$ cat src/rtl/sha256_pkg.sv
// Shared constants and types for the SHA-256 accelerator front end.
package sha256_pkg;
  localparam int ID_W            = 6;
  localparam int MAX_OUTSTANDING = 8;

  typedef logic [ID_W-1:0] id_t;

  typedef struct packed {
    logic [63:0] size;
    logic [1:0]  scheme;
    logic        last;
  } cfg_t;
endpackage

$ cat src/rtl/sha256_id_issue_if.sv
// Configuration input, tagged configuration output and ID output streams.
interface sha256_id_issue_if;
  import sha256_pkg::*;

  logic [63:0] cfg_in_size;
  logic [1:0]  cfg_in_scheme;
  logic        cfg_in_last;
  logic        cfg_in_valid;
  logic        cfg_in_ready;

  logic [63:0] cfg_out_size;
  logic [1:0]  cfg_out_scheme;
  id_t         cfg_out_id;
  logic        cfg_out_last;
  logic        cfg_out_valid;
  logic        cfg_out_ready;

  id_t         id_out;
  logic        id_out_last;
  logic        id_out_valid;
  logic        id_out_ready;

  modport slave (
    input  cfg_in_size, cfg_in_scheme, cfg_in_last, cfg_in_valid,
    output cfg_in_ready,
    output cfg_out_size, cfg_out_scheme, cfg_out_id, cfg_out_last, cfg_out_valid,
    input  cfg_out_ready,
    output id_out, id_out_last, id_out_valid,
    input  id_out_ready
  );

  modport master (
    output cfg_in_size, cfg_in_scheme, cfg_in_last, cfg_in_valid,
    input  cfg_in_ready,
    input  cfg_out_size, cfg_out_scheme, cfg_out_id, cfg_out_last, cfg_out_valid,
    output cfg_out_ready,
    input  id_out, id_out_last, id_out_valid,
    output id_out_ready
  );
endinterface

$ cat src/rtl/sha256_fork_reg.sv
// One-input, two-output registered fork; each branch drains on its own ready.
module sha256_fork_reg #(
  parameter int A_W = 8,
  parameter int B_W = 8
) (
  input  logic           clk,
  input  logic           rst_n,
  input  logic           en_i,
  input  logic           clr_i,
  input  logic           load_i,
  input  logic [A_W-1:0] a_i,
  input  logic [B_W-1:0] b_i,
  input  logic           a_ready_i,
  input  logic           b_ready_i,
  output logic           a_valid_o,
  output logic           b_valid_o,
  output logic [A_W-1:0] a_o,
  output logic [B_W-1:0] b_o
);
  logic           a_valid_q, b_valid_q;
  logic [A_W-1:0] a_q;
  logic [B_W-1:0] b_q;

  always_ff @(posedge clk or negedge rst_n) begin
    if (!rst_n) begin
      a_valid_q <= 1'b0;
      b_valid_q <= 1'b0;
      a_q       <= '0;
      b_q       <= '0;
    end else if (en_i) begin
      if (clr_i) begin
        a_valid_q <= 1'b0;
        b_valid_q <= 1'b0;
        a_q       <= '0;
        b_q       <= '0;
      end else if (load_i) begin
        // load only happens when both branches are empty or draining
        a_valid_q <= 1'b1;
        b_valid_q <= 1'b1;
        a_q       <= a_i;
        b_q       <= b_i;
      end else begin
        if (a_ready_i) a_valid_q <= 1'b0;
        if (b_ready_i) b_valid_q <= 1'b0;
      end
    end
  end

  assign a_valid_o = a_valid_q;
  assign b_valid_o = b_valid_q;
  assign a_o       = a_q;
  assign b_o       = b_q;
endmodule

$ cat src/rtl/sha256_id_issue.sv
// Tags each configuration beat with a sequential ID, forks it to the message
// builder and the ID buffer, and caps in-flight IDs at the buffer depth.
module sha256_id_issue
  import sha256_pkg::*;
(
  input  logic                clk,
  input  logic                nrst,
  input  logic                en,
  input  logic                sync_rst,
  input  logic                id_retire,
  sha256_id_issue_if.slave    bus,
  output id_t                 status_id,
  output logic [3:0]          status_outstanding,
  output logic                status_err
);
  localparam int CFG_W = $bits(cfg_t) + ID_W;
  localparam int IDB_W = ID_W + 1;

  id_t        next_id_q, status_id_q;
  logic [3:0] outst_q;
  logic       err_q;

  logic             cfg_v, id_v, acc, clr;
  cfg_t             cfg_in, cfg_out;
  logic [CFG_W-1:0] cfg_pl, cfg_q;
  logic [IDB_W-1:0] id_pl, id_q;

  assign clr = en & sync_rst;

  // sync_rst blocks acceptance so a beat is never taken and then dropped
  assign bus.cfg_in_ready = en & ~sync_rst
                          & (outst_q < 4'(MAX_OUTSTANDING))
                          & (~cfg_v | bus.cfg_out_ready)
                          & (~id_v  | bus.id_out_ready);
  assign acc = bus.cfg_in_valid & bus.cfg_in_ready;

  assign cfg_in.size   = bus.cfg_in_size;
  assign cfg_in.scheme = bus.cfg_in_scheme;
  assign cfg_in.last   = bus.cfg_in_last;
  assign cfg_pl        = {cfg_in, next_id_q};
  assign id_pl         = {next_id_q, bus.cfg_in_last};

  sha256_fork_reg #(.A_W(CFG_W), .B_W(IDB_W)) u_fork (
    .clk       (clk),
    .rst_n     (nrst),
    .en_i      (en),
    .clr_i     (clr),
    .load_i    (acc),
    .a_i       (cfg_pl),
    .b_i       (id_pl),
    .a_ready_i (bus.cfg_out_ready),
    .b_ready_i (bus.id_out_ready),
    .a_valid_o (cfg_v),
    .b_valid_o (id_v),
    .a_o       (cfg_q),
    .b_o       (id_q)
  );

  assign {cfg_out, bus.cfg_out_id} = cfg_q;
  assign bus.cfg_out_size          = cfg_out.size;
  assign bus.cfg_out_scheme        = cfg_out.scheme;
  assign bus.cfg_out_last          = cfg_out.last;
  assign bus.cfg_out_valid         = cfg_v;
  assign {bus.id_out, bus.id_out_last} = id_q;
  assign bus.id_out_valid          = id_v;

  always_ff @(posedge clk or negedge nrst) begin
    if (!nrst) begin
      next_id_q   <= '0;
      status_id_q <= '0;
      outst_q     <= '0;
      err_q       <= 1'b0;
    end else if (clr) begin
      next_id_q   <= '0;
      status_id_q <= '0;
      outst_q     <= '0;
      err_q       <= 1'b0;
    end else begin
      if (acc) begin
        next_id_q   <= next_id_q + 1'b1;
        status_id_q <= next_id_q;
      end
      // retire is honoured regardless of en
      if (acc && !id_retire) begin
        outst_q <= outst_q + 4'd1;
      end else if (!acc && id_retire) begin
        if (outst_q == 4'd0) err_q   <= 1'b1;
        else                 outst_q <= outst_q - 4'd1;
      end
    end
  end

  assign status_id          = status_id_q;
  assign status_outstanding = outst_q;
  assign status_err         = err_q;
endmodule

$ cat src/flat_wrapper.sv
// flat-port wrapper written by rule: the top's interface ports become plain ports
module sha256_id_issue_flat import sha256_pkg::*;
  (clk, nrst, en, sync_rst, id_retire, status_id, status_outstanding, status_err, bus_cfg_in_size, bus_cfg_in_scheme, bus_cfg_in_last, bus_cfg_in_valid, bus_cfg_in_ready, bus_cfg_out_size, bus_cfg_out_scheme, bus_cfg_out_id, bus_cfg_out_last, bus_cfg_out_valid, bus_cfg_out_ready, bus_id_out, bus_id_out_last, bus_id_out_valid, bus_id_out_ready);
  sha256_id_issue_if bus_i ();
  input  logic clk;
  input  logic nrst;
  input  logic en;
  input  logic sync_rst;
  input  logic id_retire;
  output id_t status_id;
  output logic [3:0] status_outstanding;
  output logic status_err;
  input wire logic [$bits(bus_i.cfg_in_size)-1:0] bus_cfg_in_size;
  input wire logic [$bits(bus_i.cfg_in_scheme)-1:0] bus_cfg_in_scheme;
  input wire logic [$bits(bus_i.cfg_in_last)-1:0] bus_cfg_in_last;
  input wire logic [$bits(bus_i.cfg_in_valid)-1:0] bus_cfg_in_valid;
  output wire logic [$bits(bus_i.cfg_in_ready)-1:0] bus_cfg_in_ready;
  output wire logic [$bits(bus_i.cfg_out_size)-1:0] bus_cfg_out_size;
  output wire logic [$bits(bus_i.cfg_out_scheme)-1:0] bus_cfg_out_scheme;
  output wire logic [$bits(bus_i.cfg_out_id)-1:0] bus_cfg_out_id;
  output wire logic [$bits(bus_i.cfg_out_last)-1:0] bus_cfg_out_last;
  output wire logic [$bits(bus_i.cfg_out_valid)-1:0] bus_cfg_out_valid;
  input wire logic [$bits(bus_i.cfg_out_ready)-1:0] bus_cfg_out_ready;
  output wire logic [$bits(bus_i.id_out)-1:0] bus_id_out;
  output wire logic [$bits(bus_i.id_out_last)-1:0] bus_id_out_last;
  output wire logic [$bits(bus_i.id_out_valid)-1:0] bus_id_out_valid;
  input wire logic [$bits(bus_i.id_out_ready)-1:0] bus_id_out_ready;
  assign bus_i.cfg_in_size = bus_cfg_in_size;
  assign bus_i.cfg_in_scheme = bus_cfg_in_scheme;
  assign bus_i.cfg_in_last = bus_cfg_in_last;
  assign bus_i.cfg_in_valid = bus_cfg_in_valid;
  assign bus_cfg_in_ready = bus_i.cfg_in_ready;
  assign bus_cfg_out_size = bus_i.cfg_out_size;
  assign bus_cfg_out_scheme = bus_i.cfg_out_scheme;
  assign bus_cfg_out_id = bus_i.cfg_out_id;
  assign bus_cfg_out_last = bus_i.cfg_out_last;
  assign bus_cfg_out_valid = bus_i.cfg_out_valid;
  assign bus_i.cfg_out_ready = bus_cfg_out_ready;
  assign bus_id_out = bus_i.id_out;
  assign bus_id_out_last = bus_i.id_out_last;
  assign bus_id_out_valid = bus_i.id_out_valid;
  assign bus_i.id_out_ready = bus_id_out_ready;
  sha256_id_issue u_core (.clk(clk), .nrst(nrst), .en(en), .sync_rst(sync_rst), .id_retire(id_retire), .bus(bus_i), .status_id(status_id), .status_outstanding(status_outstanding), .status_err(status_err));
endmodule
$ cat config.mk
export PLATFORM = sky130hd
export DESIGN_NAME = sha256_id_issue_flat
export DESIGN_NICKNAME = d
export VERILOG_FILES = /design/src/rtl/sha256_pkg.sv /design/src/rtl/sha256_id_issue_if.sv /design/src/rtl/sha256_fork_reg.sv /design/src/rtl/sha256_id_issue.sv /design/src/flat_wrapper.sv
export SDC_FILE = /design/constraint.sdc
export NUM_CORES = 1
export LEC_CHECK = 0
export ABC_AREA = 1
export BUFFER_PORTS_ARGS = -buffer_cell sky130_fd_sc_hd__buf_2
export CORE_ASPECT_RATIO = 0.5
export CORE_MARGIN = 4
export CORE_UTILIZATION = 25
export DETAILED_ROUTE_END_ITERATION = 12
export PLACE_DENSITY = 0.51
export SKIP_CTS_REPAIR_TIMING = 1
export SLEW_MARGIN = 20
export SYNTH_ARGS = -nofsm -noshare
export SYNTH_HDL_FRONTEND = slang
export SYNTH_SLANG_ARGS = --single-unit
$ cat constraint.sdc
create_clock -name clk -period 2.1 [get_ports clk]
set_input_delay 0.42 -clock clk [delete_from_list [all_inputs] [get_ports clk]]
set_output_delay 0.42 -clock clk [all_outputs]
set_load 0.02 [all_outputs]
Word-level counts from Yosys, hierarchy flattened. Cells that the tools add are included.

Register bits after elaboration: 99. Bits of input ports: 75. Output and inout port bits: 94. Logic and storage cells: 63.

Add/subtract/negate cells: 3. Magnitude comparators: 1. Equality and inequality tests: 2. Muxes and demuxes: 22. Bitwise logic cells: 11. Reductions and logical operators: 16.

Operator list (number): $mux 73 (2); $mux 6 (4); $mux 4 (4); $mux 7 (2); $mux 1 (10); $reduce_bool 3->1 (3); $reduce_and 2->1 (4); $add 6x1->6 const B (1); $and 1x1->1 (6); $reduce_bool 2->1 (3); $add 4x1->4 const B (1); $logic_not 4->1 (1); $lt 4x4->1 const B (1); $sub 4x1->4 const B (1); $ne 3x1->1 const B (1); $not 1->1 (3); $reduce_and 3->1 (1); $logic_and 1x1->1 (2); $logic_not 1->1 (2); $ne 2x1->1 const B (1); $or 1x1->1 (2).

Logic depth before layout (Yosys ltp). Gate-level depths: netlist of the first run.

Depth in word-level cells: 11. Gate-level depth with buffers: 13. Gate-level depth less buffers: 12.

Hierarchy. Synthesis of the first run repeated with hierarchy kept, for this count alone.

Cells, all modules: 481. Area total of the unflattened synthesis: 4380.5 um^2.

Modules (own cells, without submodules): sha256_fork_reg (times used 1, cells an instance 367, area each 3359.5 um^2, seq. area each 2052.0 um^2); sha256_id_issue (times used 1, cells an instance 114, area each 1021.0 um^2, seq. area each 425.4 um^2).

Worst setup path before layout of the first run. OpenSTA, ideal clock, no wires.

Kind: register -> register. Start: register u_core.outst_q[3], in the netlist u_core.status_outstanding[3]. End: register u_core.outst_q[3], in the netlist u_core.status_outstanding[3]. Library setup time: 117 ps. Arrival: 2236 ps. Required time: 1983 ps. Path slack: -253 ps. Cell stages (with the launch flop): 13. Path buffers: 1. Clock period less this slack: 2353 ps. Path through: dfrtp_1 -> inv_2 -> nand3_2 -> nor3_4 -> buf_6 -> ha_1 -> inv_1 -> ha_1 -> a21oi_1 -> nand2_1 -> xor2_1 -> nand2_1 -> nand2_1.

Word-level cells in the longest chain between the ends: 9. Elaborated cells between the ends (all ways): 18. Classes of those cells: 2 x add/sub; 1 x order compare; 1 x eq/ne; 4 x mux; 4 x bitwise; 6 x reduce/logical.

Ends and longest elaborated chain: start, declared (line sha256_id_issue.sv:20) `logic [3:0] outst_q;`; start signal, assigned (line sha256_id_issue.sv:85) `outst_q <= outst_q + 4'd1;`; start signal, assigned (line sha256_id_issue.sv:88) `else outst_q <= outst_q - 4'd1;`; $lt 4x4->1 (line sha256_id_issue.sv:32) `& (outst_q < 4'(MAX_OUTSTANDING))`; $and 1x1->1 (line sha256_id_issue.sv:32); $and 1x1->1 (line sha256_id_issue.sv:33) `& (~cfg_v | bus.cfg_out_ready)`; $and 1x1->1 (line sha256_id_issue.sv:34) `& (~id_v | bus.id_out_ready);`; $and 1x1->1 (line sha256_id_issue.sv:35) `assign acc = bus.cfg_in_valid & bus.cfg_in_ready;`; $logic_not 1->1 (line sha256_id_issue.sv:86) `end else if (!acc && id_retire) begin`; $logic_and 1x1->1 (line sha256_id_issue.sv:86); $reduce_bool 3->1 (no line); $reduce_and 2->1 (no line).

Parallel ways exist; a longest one is shown, timed or not. The select of a mux whose other input is x is not followed. A chain may end at the register's enable or synchronous reset.

Worst setup path in the final report of the first run. Ends and elaborated chain as after synthesis.

==> results of run 1 <==
[registers in the layout, summed over array words and instances (netlist names)]
| name | cells |
|---|---|
| u_core.next_id_q | 6 |
| u_core.u_fork.a_valid_o | 1 |
| u_core.status_err | 1 |
| u_core.u_fork.a_o | 73 |
| u_core.status_outstanding | 4 |
| u_core.status_id | 6 |
| u_core.u_fork.b_valid_o | 1 |
[path summary, 6_finish.rpt]
path,endpoint,cells past startpoint,start,slack [ps]
setup reg to reg,u_core.status_outstanding[3],11,u_core.status_outstanding[3],220
setup / recovery,u_core.status_outstanding[3],11,u_core.status_outstanding[3],220
hold / removal,u_core.u_fork.a_o[21],1,nrst,-20
min in group clk,u_core.u_fork.a_o[69],3,bus_cfg_in_size[60],270
hold reg to reg,u_core.u_fork.a_o[63],2,u_core.u_fork.a_o[63],470
max in group asynchronous,u_core.u_fork.a_o[3],2,nrst,1540
[power by group through the flow]
| stage | logic, mW | registers [mW] | clock network [mW] |
|---|---|---|---|
| 6_report | 1.36 | 2.21 | 1.78 |
| 5_1_grt | 1.52 | 2.25 | 1.91 |
| 2_1_floorplan | 0.584 | 2.54 | 0 |
| 3_3_place_gp | 1.39 | 2.24 | 0 |
| 4_1_cts | 1.40 | 2.21 | 1.85 |
| 3_5_place_dp | 1.39 | 2.24 | 0 |
[cell usage in the layout (no fill, tap or decap), types with 2 or more instances in the layout]
cell type    n
ha_1         3
clkinv_2     2
nand2_4      2
buf_4        7
o22ai_1     11
nor2_1      13
clkinv_4     2
clkbuf_16    9
o21ai_0      6
nand3_1      5
xnor2_1      3
ha_4         2
inv_1       28
dfrtp_1     91
nand2_1    235
buf_2      167
xor2_1       4
inv_4        2
bufinv_16    2
[final cells by class]
cell class	instances	area (um2)	share of cell area, %
flip-flops and latches	92	2300	44.0
multi-input cells	292	1320	25.1
repair buffers	175	908	17.4
well taps	204	255	4.88
clock buffers	10	239	4.57
inverters	31	121	2.32
clock inverters	6	87.6	1.67
diodes	1	2.50	0.0478
[metal layers]
layer | vias up | wire [um]
met4 | 0 | 196
met3 | 15 | 351
met2 | 60 | 5480
li1 | 1649 | -
met1 | 1545 | 4460
met5 | - | 0
[cells by family (layout without fill, tap and decap cells)]
| family | count (synthesis) | count (layout) |
|---|---|---|
| simple gates | 260 | 260 |
| flops | 92 | 92 |
| buf+inv | 54 | 222 |
| compound gates | 19 | 19 |
| xor+xnor | 7 | 7 |
| fa+ha+maj | 6 | 6 |
| other cells | 0 | 1 |
[through the flow]
stage	setup TNS (ps)	cell area, um2
final	0	5230
after global routing	0	5230
after CTS	0	5230
after detailed placement	0	4900
after global placement	0	4900
after floorplan	-30.3	3960
[critical path, stage by stage (launching register included)]
cell and delay (ps):
dfrtp_2 460, inv_2 80, nand3_2 90, nor3_4 250, ha_4 200, inv_4 50, ha_4 220, a21oi_2 120
nand2_1 70, xor2_1 130, nand2_1 60, nand2_1 40
==> flow_summary_export.csv, run 1 <==
group,metric,value,unit
yosys,ys_warn_count,0,
route,first_iter_violations,187,
route,firstDrtPassIters,4,
yosys,synth_fp_nets,519,
yosys,seq_area_frac_synth,58.6,%
floorplan,die_area,17900,um2
final_layout,fin_cells,811,
yosys,synth.area.mux_share,0,%
power,leakage,3.12,nW
worst_setup_path,crit_path_start_kind,"flip-flop",
timing,fmax,533,MHz
yosys,synth_top_area_cell,"dfrtp_1",
global_route,grt_use_met1,14.0,%
power,finalPower,5.36,mW
global_route,grt.overflow.total,0,
timing,setup_ws,223,ps
final_layout,final_core_util,34.0,%
flow_run,cap_violations,0,
run_status,violations,"negative hold slack",
yosys,postSynthAreaPerCell,8.97,um2
worst_setup_path,cp.arrival,2110,ps
global_route,grt_max_degree,71,
floorplan,die_y,96.6,um
yosys,synth_simple_gate_area_share,26.3,%
global_route,grtUsageTotal,11.7,%
route,vias_per_cell,4.03,
power,p_comb_share,25.5,%
yosys,yosysMostFrequentCell,"nand2_1",
route,post_drt_wl_per_cell,12.9,um
yosys,synth_top_family_by_area,"simple AND/OR/NAND/NOR gates",
worst_setup_path,required,2330,ps
final_layout,finalNetCount,682,
yosys,synth-compound-area-share,2.77,%
final_layout,syn_to_final_growth,33.2,%
global_route,grt_pass1_vias,3202,
global_route,grt_util_met3,2.44,%
clock_tree,cts_tree,"built",
floorplan,io_pins,169,
global_route,grt-busiest-layer,"met2",
timing,slew_viol_final,0,
route,vias,3269,
timing,finalCritPeriodShare,89.4,%
final_layout,n_fill_cell,1639,
yosys,synth_common_cells,"nand2_1 (235), dfrtp_1 (92), inv_1 (29)",
global_route,antenna_found_initial,1,
clock_tree,cts_max_path_buffers,2,
power,switching_share,33.1,%
power,p_per_area,1020,nW/um2
timing,relSlewSlack,49.4,%
power,power_frac_clock,33.3,%
timing,timing_hold_violations_final,22,
timing,fin_skew,8.48,ps
yosys,ys_top_cells_by_area,"dfrtp_1 (59%), nand2_1 (22%), buf_6 (4.0%)",
power,seq_power_share,41.2,%
timing,worst_pin_slew,759,ps
timing,holdWs,-18.6,ps
timing,finalSetupViolations,0,
place,preCtsSetupSlack,120,ps
route,drcViolationCount,0,
clock_tree,clock_latency,340,ps
yosys,synth-xor-area-share,1.56,%
worst_setup_path,endpoint_kind,"flip-flop",
route,ant_nets,0,
clock_tree,cts.sinks,92,
floorplan,core.rowCount,32,
yosys,async_reset_ff_share,100,%
power,p_switching,1.77,mW
min_path,hold_path_class,"primary input to async pin",
route,drt_wl_total,10.5,mm
yosys,synthAdderAreaFrac,2.10,%
final_layout,drive_gt1_share,33.7,%
clock_tree,htreeDepth,3,
place,port_buffers,168,
power,ir_worst_vdd,0.429,mV
yosys,ys.flop_type,"dfrtp_1",
floorplan,die_w,185,um
yosys,yosysTopAreaCellShare,58.6,%
worst_setup_path,worstPathMaxFanout,5,
yosys,synth-seq-cells,92,
clock_tree,cts.clk_slew.worst_paths,70,ps
global_route,grt.met2_usage,20.9,%
timing,rsz0062_at_grt,"false",
run_status,status,"complete, but fails checks",
clock_tree,cts_made_buffers,9,
worst_setup_path,crit_type,"flip-flop to flip-flop",
place,dp_hpwl,7.53,mm
timing,period_minus_slack,1880,ps
place,place.gp.congestion,0.733,
yosys,synthDistinctLibCells,23,
floorplan,core_area,15400,um2
place,dp_cells,794,
yosys,postSynthCellCount,438,
yosys,synth-edff-count,0,
yosys,syn_area,3930,um2
clock_tree,ctsRootBufferMaster,"clkbuf_16",
power,p_int,3.58,mW
floorplan,start_util,25.5,%
global_route,grt_pass1_wl,16.7,mm
No activity file was read; power rests on OpenSTA's default activity.
==> run 2: changes to the inputs <==
Settings changed: CELL_PAD_IN_SITES_DETAIL_PLACEMENT set to 0, CELL_PAD_IN_SITES_GLOBAL_PLACEMENT set to 1, CORE_MARGIN 4 to 2, PLACE_DENSITY 0.51 to 0.66.
==> run 2 against run 1 <==
- the run now ends clean
- critical path type unchanged
- fmax rose by 1.1%
- clock power fell by 15%
- wire length fell by 2.0%
- non-clock buffer count did not move
==> flow_summary_export.csv, run 2 (same netlist as run 1, synthesis figures left out) <==
group,metric,value,unit
min_path,hold_path_class,"primary input to flip-flop",
clock_tree,ctsRootBufferMaster,"clkbuf_16",
clock_tree,cts.sinks,92,
global_route,antenna_found_initial,1,
floorplan,core_area,15400,um2
final_layout,largest_register_ffs,73,
final_layout,syn_to_final_growth,31.9,%
timing,slew_viol_final,0,
route,post_drt_wl_per_cell,12.7,um
timing,relSlewSlack,49.2,%
place,place.gp.congestion,0.774,
floorplan,core.rowCount,32,
final_layout,final_area,5180,um2
place,dp_cells,793,
route,vias,3282,
timing,holdWs,276,ps
final_layout,final_common_cell,"nand2_1",
worst_setup_path,worstPathMaxFanout,5,
clock_tree,cts_made_buffers,9,
route,firstDrtPassIters,4,
route,drcViolationCount,0,
timing,period_minus_slack,1860,ps
final_layout,fin_cells,811,
route,ant_nets,0,
global_route,grtUsageTotal,12.5,%
floorplan,io_pins,169,
power,p_per_area,981,nW/um2
place,port_buffers,168,
worst_setup_path,required,2330,ps
timing,timing_hold_violations_final,0,
power,leakage,3.08,nW
timing,worst_pin_slew,762,ps
worst_setup_path,crit_path_start_kind,"flip-flop",
global_route,grt.overflow.total,0,
global_route,grt_pass1_wl,16.4,mm
floorplan,die_w,181,um
floorplan,die_y,92.6,um
route,vias_per_cell,4.05,
final_layout,drive_gt1_share,33.2,%
power,ir_worst_vdd,0.348,mV
clock_tree,clock_latency,340,ps
timing,fmax,539,MHz
floorplan,start_util,25.6,%
clock_tree,cts.clk_slew.worst_paths,70,ps
run_status,status,"complete, no violations",
worst_setup_path,crit_type,"flip-flop to flip-flop",
place,placedInstanceArea,4900,um2
place,preCtsSetupSlack,102,ps
timing,rsz0062_at_grt,"false",
floorplan,die_area,16800,um2
place,dp_hpwl,7.11,mm
flow_run,cap_violations,0,
global_route,grt_pass1_vias,3209,
timing,setup_ws,244,ps
power,finalPower,5.08,mW
final_layout,final_cell_mix,"nand2_1 (235), buf_2 (167), dfrtp_1 (91)",
final_layout,final_core_util,33.7,%
clock_tree,cts_tree,"built",
final_layout,finalNetCount,682,
worst_setup_path,cp.arrival,2080,ps
clock_tree,htreeDepth,3,
timing,fin_skew,5.39,ps
worst_setup_path,endpoint_kind,"flip-flop",
route,first_iter_violations,136,
clock_tree,cts_max_path_buffers,2,
route,drt_wl_total,10.3,mm
timing,finalSetupViolations,0,
timing,finalCritPeriodShare,88.4,%
global_route,grt_max_degree,71,
timing,setup_tns,0,ps
[run 2: routing by layer]
layer / GRT usage (%) / part of all wire (%) / vias up
li1: - / - / 1649
met1: 15.2 / 44 / 1553
met2: 22.1 / 51 / 68
met3: 3.15 / 3.7 / 12
met4: 4.13 / 1.7 / 0
met5: 0 / 0 / -
[run 2: power by group]
| part | leakage [nW] | switching, mW | internal (mW) | total, mW |
|---|---|---|---|---|
| clock network | 0.129 | 0.684 | 0.832 | 1.52 |
| logic | 1.71 | 0.894 | 0.469 | 1.36 |
| registers | 1.24 | 0.166 | 2.04 | 2.20 |
| total | 3.08 | 1.74 | 3.34 | 5.08 |
[run 2: final timing paths]
check | startpoint | endpoint | slack, ps | cells past startpoint
min in group asynchronous | nrst | u_core.u_fork.a_o[61] | 500 | 2
worst min register to register | u_core.u_fork.a_o[47] | u_core.u_fork.a_o[47] | 460 | 2
worst max register to register | u_core.status_outstanding[3] | u_core.status_outstanding[3] | 240 | 11
worst min-delay path | bus_cfg_in_size[60] | u_core.u_fork.a_o[69] | 280 | 3
worst max-delay path | u_core.status_outstanding[3] | u_core.status_outstanding[3] | 240 | 11
max in group asynchronous | nrst | u_core.status_outstanding[3] | 1030 | 3
[run 2: area by class of cell]
| class | instances | area, um2 |
|---|---|---|
| Clock inverter | 4 | 25.0 |
| Tap cell | 204 | 255 |
| Clock buffer | 12 | 246 |
| Timing Repair Buffer | 175 | 911 |
| Fill cell | 1710 | 10200 |
| Multi-Input combinational cell | 292 | 1320 |
| Antenna cell | 1 | 2.50 |
| Sequential cell | 92 | 2300 |
| Inverter | 31 | 121 |
[run 2: worst max-delay path: stages (launching register included)]
cell     delay [ps]
dfrtp_2         450
inv_2            70
nand3_2          90
nor3_4          240
ha_4            200
inv_4            50
ha_4            220
a21oi_2         130
nand2_1          70
xor2_1          140
nand2_1          60
nand2_1          40
==> run 3: changes to the inputs <==
Settings changed: PLACE_DENSITY 0.66 to 0.64, SYNTH_HIERARCHICAL set to 1.
==> run 3 against run 2 <==
- flip-flop and latch count is 7 higher
- worst setup slack got worse by 48 ps
- hold slack improved by 49 ps
- non-clock buffer count grew 9
- first-iteration DRC count rose by 93%
- synthesized area increased by 11%
- synthesized cell count grew 9.8%
- wire length increased by 25%
- sequential power grew 6%
- clock skew is 8.1 ps higher
- final cell count up 8.6%
- count of clock-buffer cells in the layout down 3
- critical endpoint is now u_core/status_outstanding[3]
- largest cell class unchanged
- largest power group unchanged
==> flow_summary_export.csv, run 3 <==
group,metric,value,unit
run_status,status,"complete, no violations",
flow_run,cap_violations,0,
timing,timing_hold_violations_final,0,
worst_setup_path,endpoint_kind,"flip-flop",
yosys,synth-edff-count,0,
global_route,grt_pass1_vias,3733,
final_layout,fin_cells,881,
yosys,syn_area,4380,um2
min_path,hold_path_class,"primary input to flip-flop",
final_layout,finalNetCount,721,
route,vias_per_cell,4.38,
clock_tree,cts.sinks,99,
place,port_buffers,168,
final_layout,syn_to_final_growth,33.3,%
route,post_drt_wl_per_cell,14.6,um
place,dp_cells,863,
worst_setup_path,required,2340,ps
worst_setup_path,cp.arrival,2140,ps
min_path,hold_depth,3,
worst_setup_path,crit_slowest_cell,"dfrtp_2",
final_layout,drive_gt1_share,34.5,%
final_layout,largest_register_ffs,73,
global_route,grtUsageTotal,14.0,%
timing,rsz0062_at_grt,"false",
global_route,grt.overflow.total,0,
timing,finalSetupViolations,0,
global_route,grt_util_met3,2.85,%
clock_tree,cts_tree,"built",
floorplan,die_w,191,um
global_route,grt_pass1_wl,20.8,mm
yosys,ys_warn_count,6,
timing,setup_tns,0,ps
yosys,synthDistinctLibCells,33,
worst_setup_path,crit_type,"flip-flop to flip-flop",
route,vias,3857,
clock_tree,cts_made_buffers,9,
final_layout,final_common_cell,"nand2_1",
power,p_comb_share,26.0,%
power,seq_power_share,42.6,%
power,p_switching,1.88,mW
power,finalPower,5.49,mW
power,ir_worst_vdd,0.387,mV
power,leakage,3.34,nW
floorplan,core.rowCount,34,
worst_setup_path,worst_path_most_repeated_cell,"nand2_1",
place,dp_hpwl,8.72,mm
power,switching_share,34.3,%
global_route,grt_max_degree,82,
yosys,yosysMostFrequentCell,"nand2_1",
worst_setup_path,path_cells,"inv_4 > nand3b_2 > nor2_4 > nand3_4 > ha_1 > a21oi_1 > nand2_1 > xor2_1 > nand2_1 > nand2_1 > nand2_1 > nand2_1",
clock_tree,clock_latency,340,ps
global_route,grt_use_met1,18.7,%
worst_setup_path,crit_path_start_kind,"flip-flop",
global_route,grt-busiest-layer,"met2",
clock_tree,htreeDepth,3,
route,drcViolationCount,0,
floorplan,die_y,97.6,um
clock_tree,cts_max_path_buffers,2,
clock_tree,cts.clk_slew.worst_paths,80,ps
route,firstDrtPassIters,4,
timing,fin_skew,13.5,ps
route,drt_wl_total,12.9,mm
yosys,yosysTopAreaCellShare,56.6,%
timing,fmax,525,MHz
final_layout,antenna_cells,0,
power,p_int,3.60,mW
timing,relSlewSlack,61.9,%
floorplan,start_util,25.4,%
floorplan,core_area,17300,um2
timing,slew_viol_final,0,
global_route,antenna_found_initial,0,
global_route,grt.met2_usage,22.9,%
timing,worst_pin_slew,571,ps
yosys,postSynthAreaPerCell,9.11,um2
clock_tree,ctsRootBufferMaster,"clkbuf_16",
yosys,synth_top_area_cell,"dfrtp_1",
floorplan,io_pins,169,
yosys,synth_fp_nets,560,
timing,finalCritPeriodShare,90.7,%
route,ant_nets,0,
floorplan,die_area,18700,um2
worst_setup_path,worstRegToRegCells,12,
route,first_iter_violations,262,
yosys,synth_common_cells,"nand2_1 (191), dfrtp_1 (99), nand4_1 (81)",
place,place.gp.congestion,0.766,
yosys,async_reset_ff_share,100,%
yosys,ys.flop_type,"dfrtp_1",
power,power_frac_clock,31.4,%
final_layout,final_core_util,33.8,%
yosys,seq_area_frac_synth,56.6,%
timing,period_minus_slack,1900,ps
worst_setup_path,cpPeakStageDelay,440,ps
final_layout,final_cell_mix,"nand2_1 (191), buf_2 (167), dfrtp_1 (98)",
worst_setup_path,worstPathMaxFanout,4,
yosys,postSynthCellCount,481,
power,p_per_area,940,nW/um2
yosys,synth-seq-cells,99,
yosys,ys_top_cells_by_area,"dfrtp_1 (57%), nand2_1 (16%), nand4_1 (12%)",
-- run 3: cell types whose count changed after synthesis, moves of 11 or more --
cell,previous run,this run
nand4_1,1,81
nand2_1,235,191
inv_1,29,12
buf_2,2,17
buf_6,14,0
clkbuf_1,0,11
o22ai_1,11,0
-- run 3: path summary, 6_finish.rpt --
| check | from | to | slack [ps] |
|---|---|---|---|
| setup / recovery | u_core/status_outstanding[3] | u_core/status_outstanding[3] | 200 |
| hold / removal | bus_cfg_in_size[54] | u_core/u_fork/a_o[63] | 320 |
| setup reg to reg | u_core/status_outstanding[3] | u_core/status_outstanding[3] | 200 |
| hold reg to reg | u_core/u_fork/a_o[63] | u_core/u_fork/a_o[63] | 470 |
| max in group asynchronous | nrst | u_core/u_fork/a_o[32] | 1020 |
| min in group asynchronous | nrst | u_core/status_outstanding[3] | 480 |
-- run 3: layout make-up --
cell class	instances	area (um2)
clock buffer	9	225
clock inverter	7	81.3
fill	1867	11400
inverter	21	92.6
multi-input combinational	327	1660
sequential	99	2480
tap	234	293
timing repair buffer	184	1000
-- run 3: metal layers --
layer | share of wire (%) | wire length [um]
met1 | 46 | 5950
met5 | 0 | 0
met2 | 49 | 6260
met3 | 3.3 | 424
met4 | 1.6 | 212
-- run 3: worst max-delay path, delay by kind of cell, from the launching register on --
kind / cells / cell delay, ps
adders and majority gates: 1 / 320
xor gates and xnor gates: 1 / 150
and+or+nand+nor: 8 / 630
AOI/OAI and AO/OA: 1 / 160
buffers and inverters: 1 / 90
DFF: 1 / 440
-- run 3: through the flow --
step           cell area (um2)  worst slack, ps  hold WS, ps
2_1_floorplan             4380             56.8          124
3_3_place_gp              5510             97.4          318
3_5_place_dp              5510             58.1          311
4_1_cts                   5820              135        -72.2
5_1_grt                   5840             26.5          312
6_report                  5840              196          324
-- run 3: kinds of logic after synthesis --
family | count (synthesis) | synth area share, %
buffers and inverters | 55 | 5.46
AO/OA/AOI/OAI | 19 | 3.11
flip-flops | 99 | 56.6
XOR/XNOR | 5 | 1.00
adder cells (fa/ha/maj) | 4 | 1.31
AND/OR/NAND/NOR | 299 | 32.6
-- run 3: power groups by stage --
stage	logic (mW)	clock network, mW	registers, mW
5_1_grt	1.58	1.88	2.38
4_1_cts	1.43	1.80	2.34
2_1_floorplan	0.599	0	2.65
6_report	1.43	1.72	2.34
3_5_place_dp	1.42	0	2.38
3_3_place_gp	1.43	0	2.37
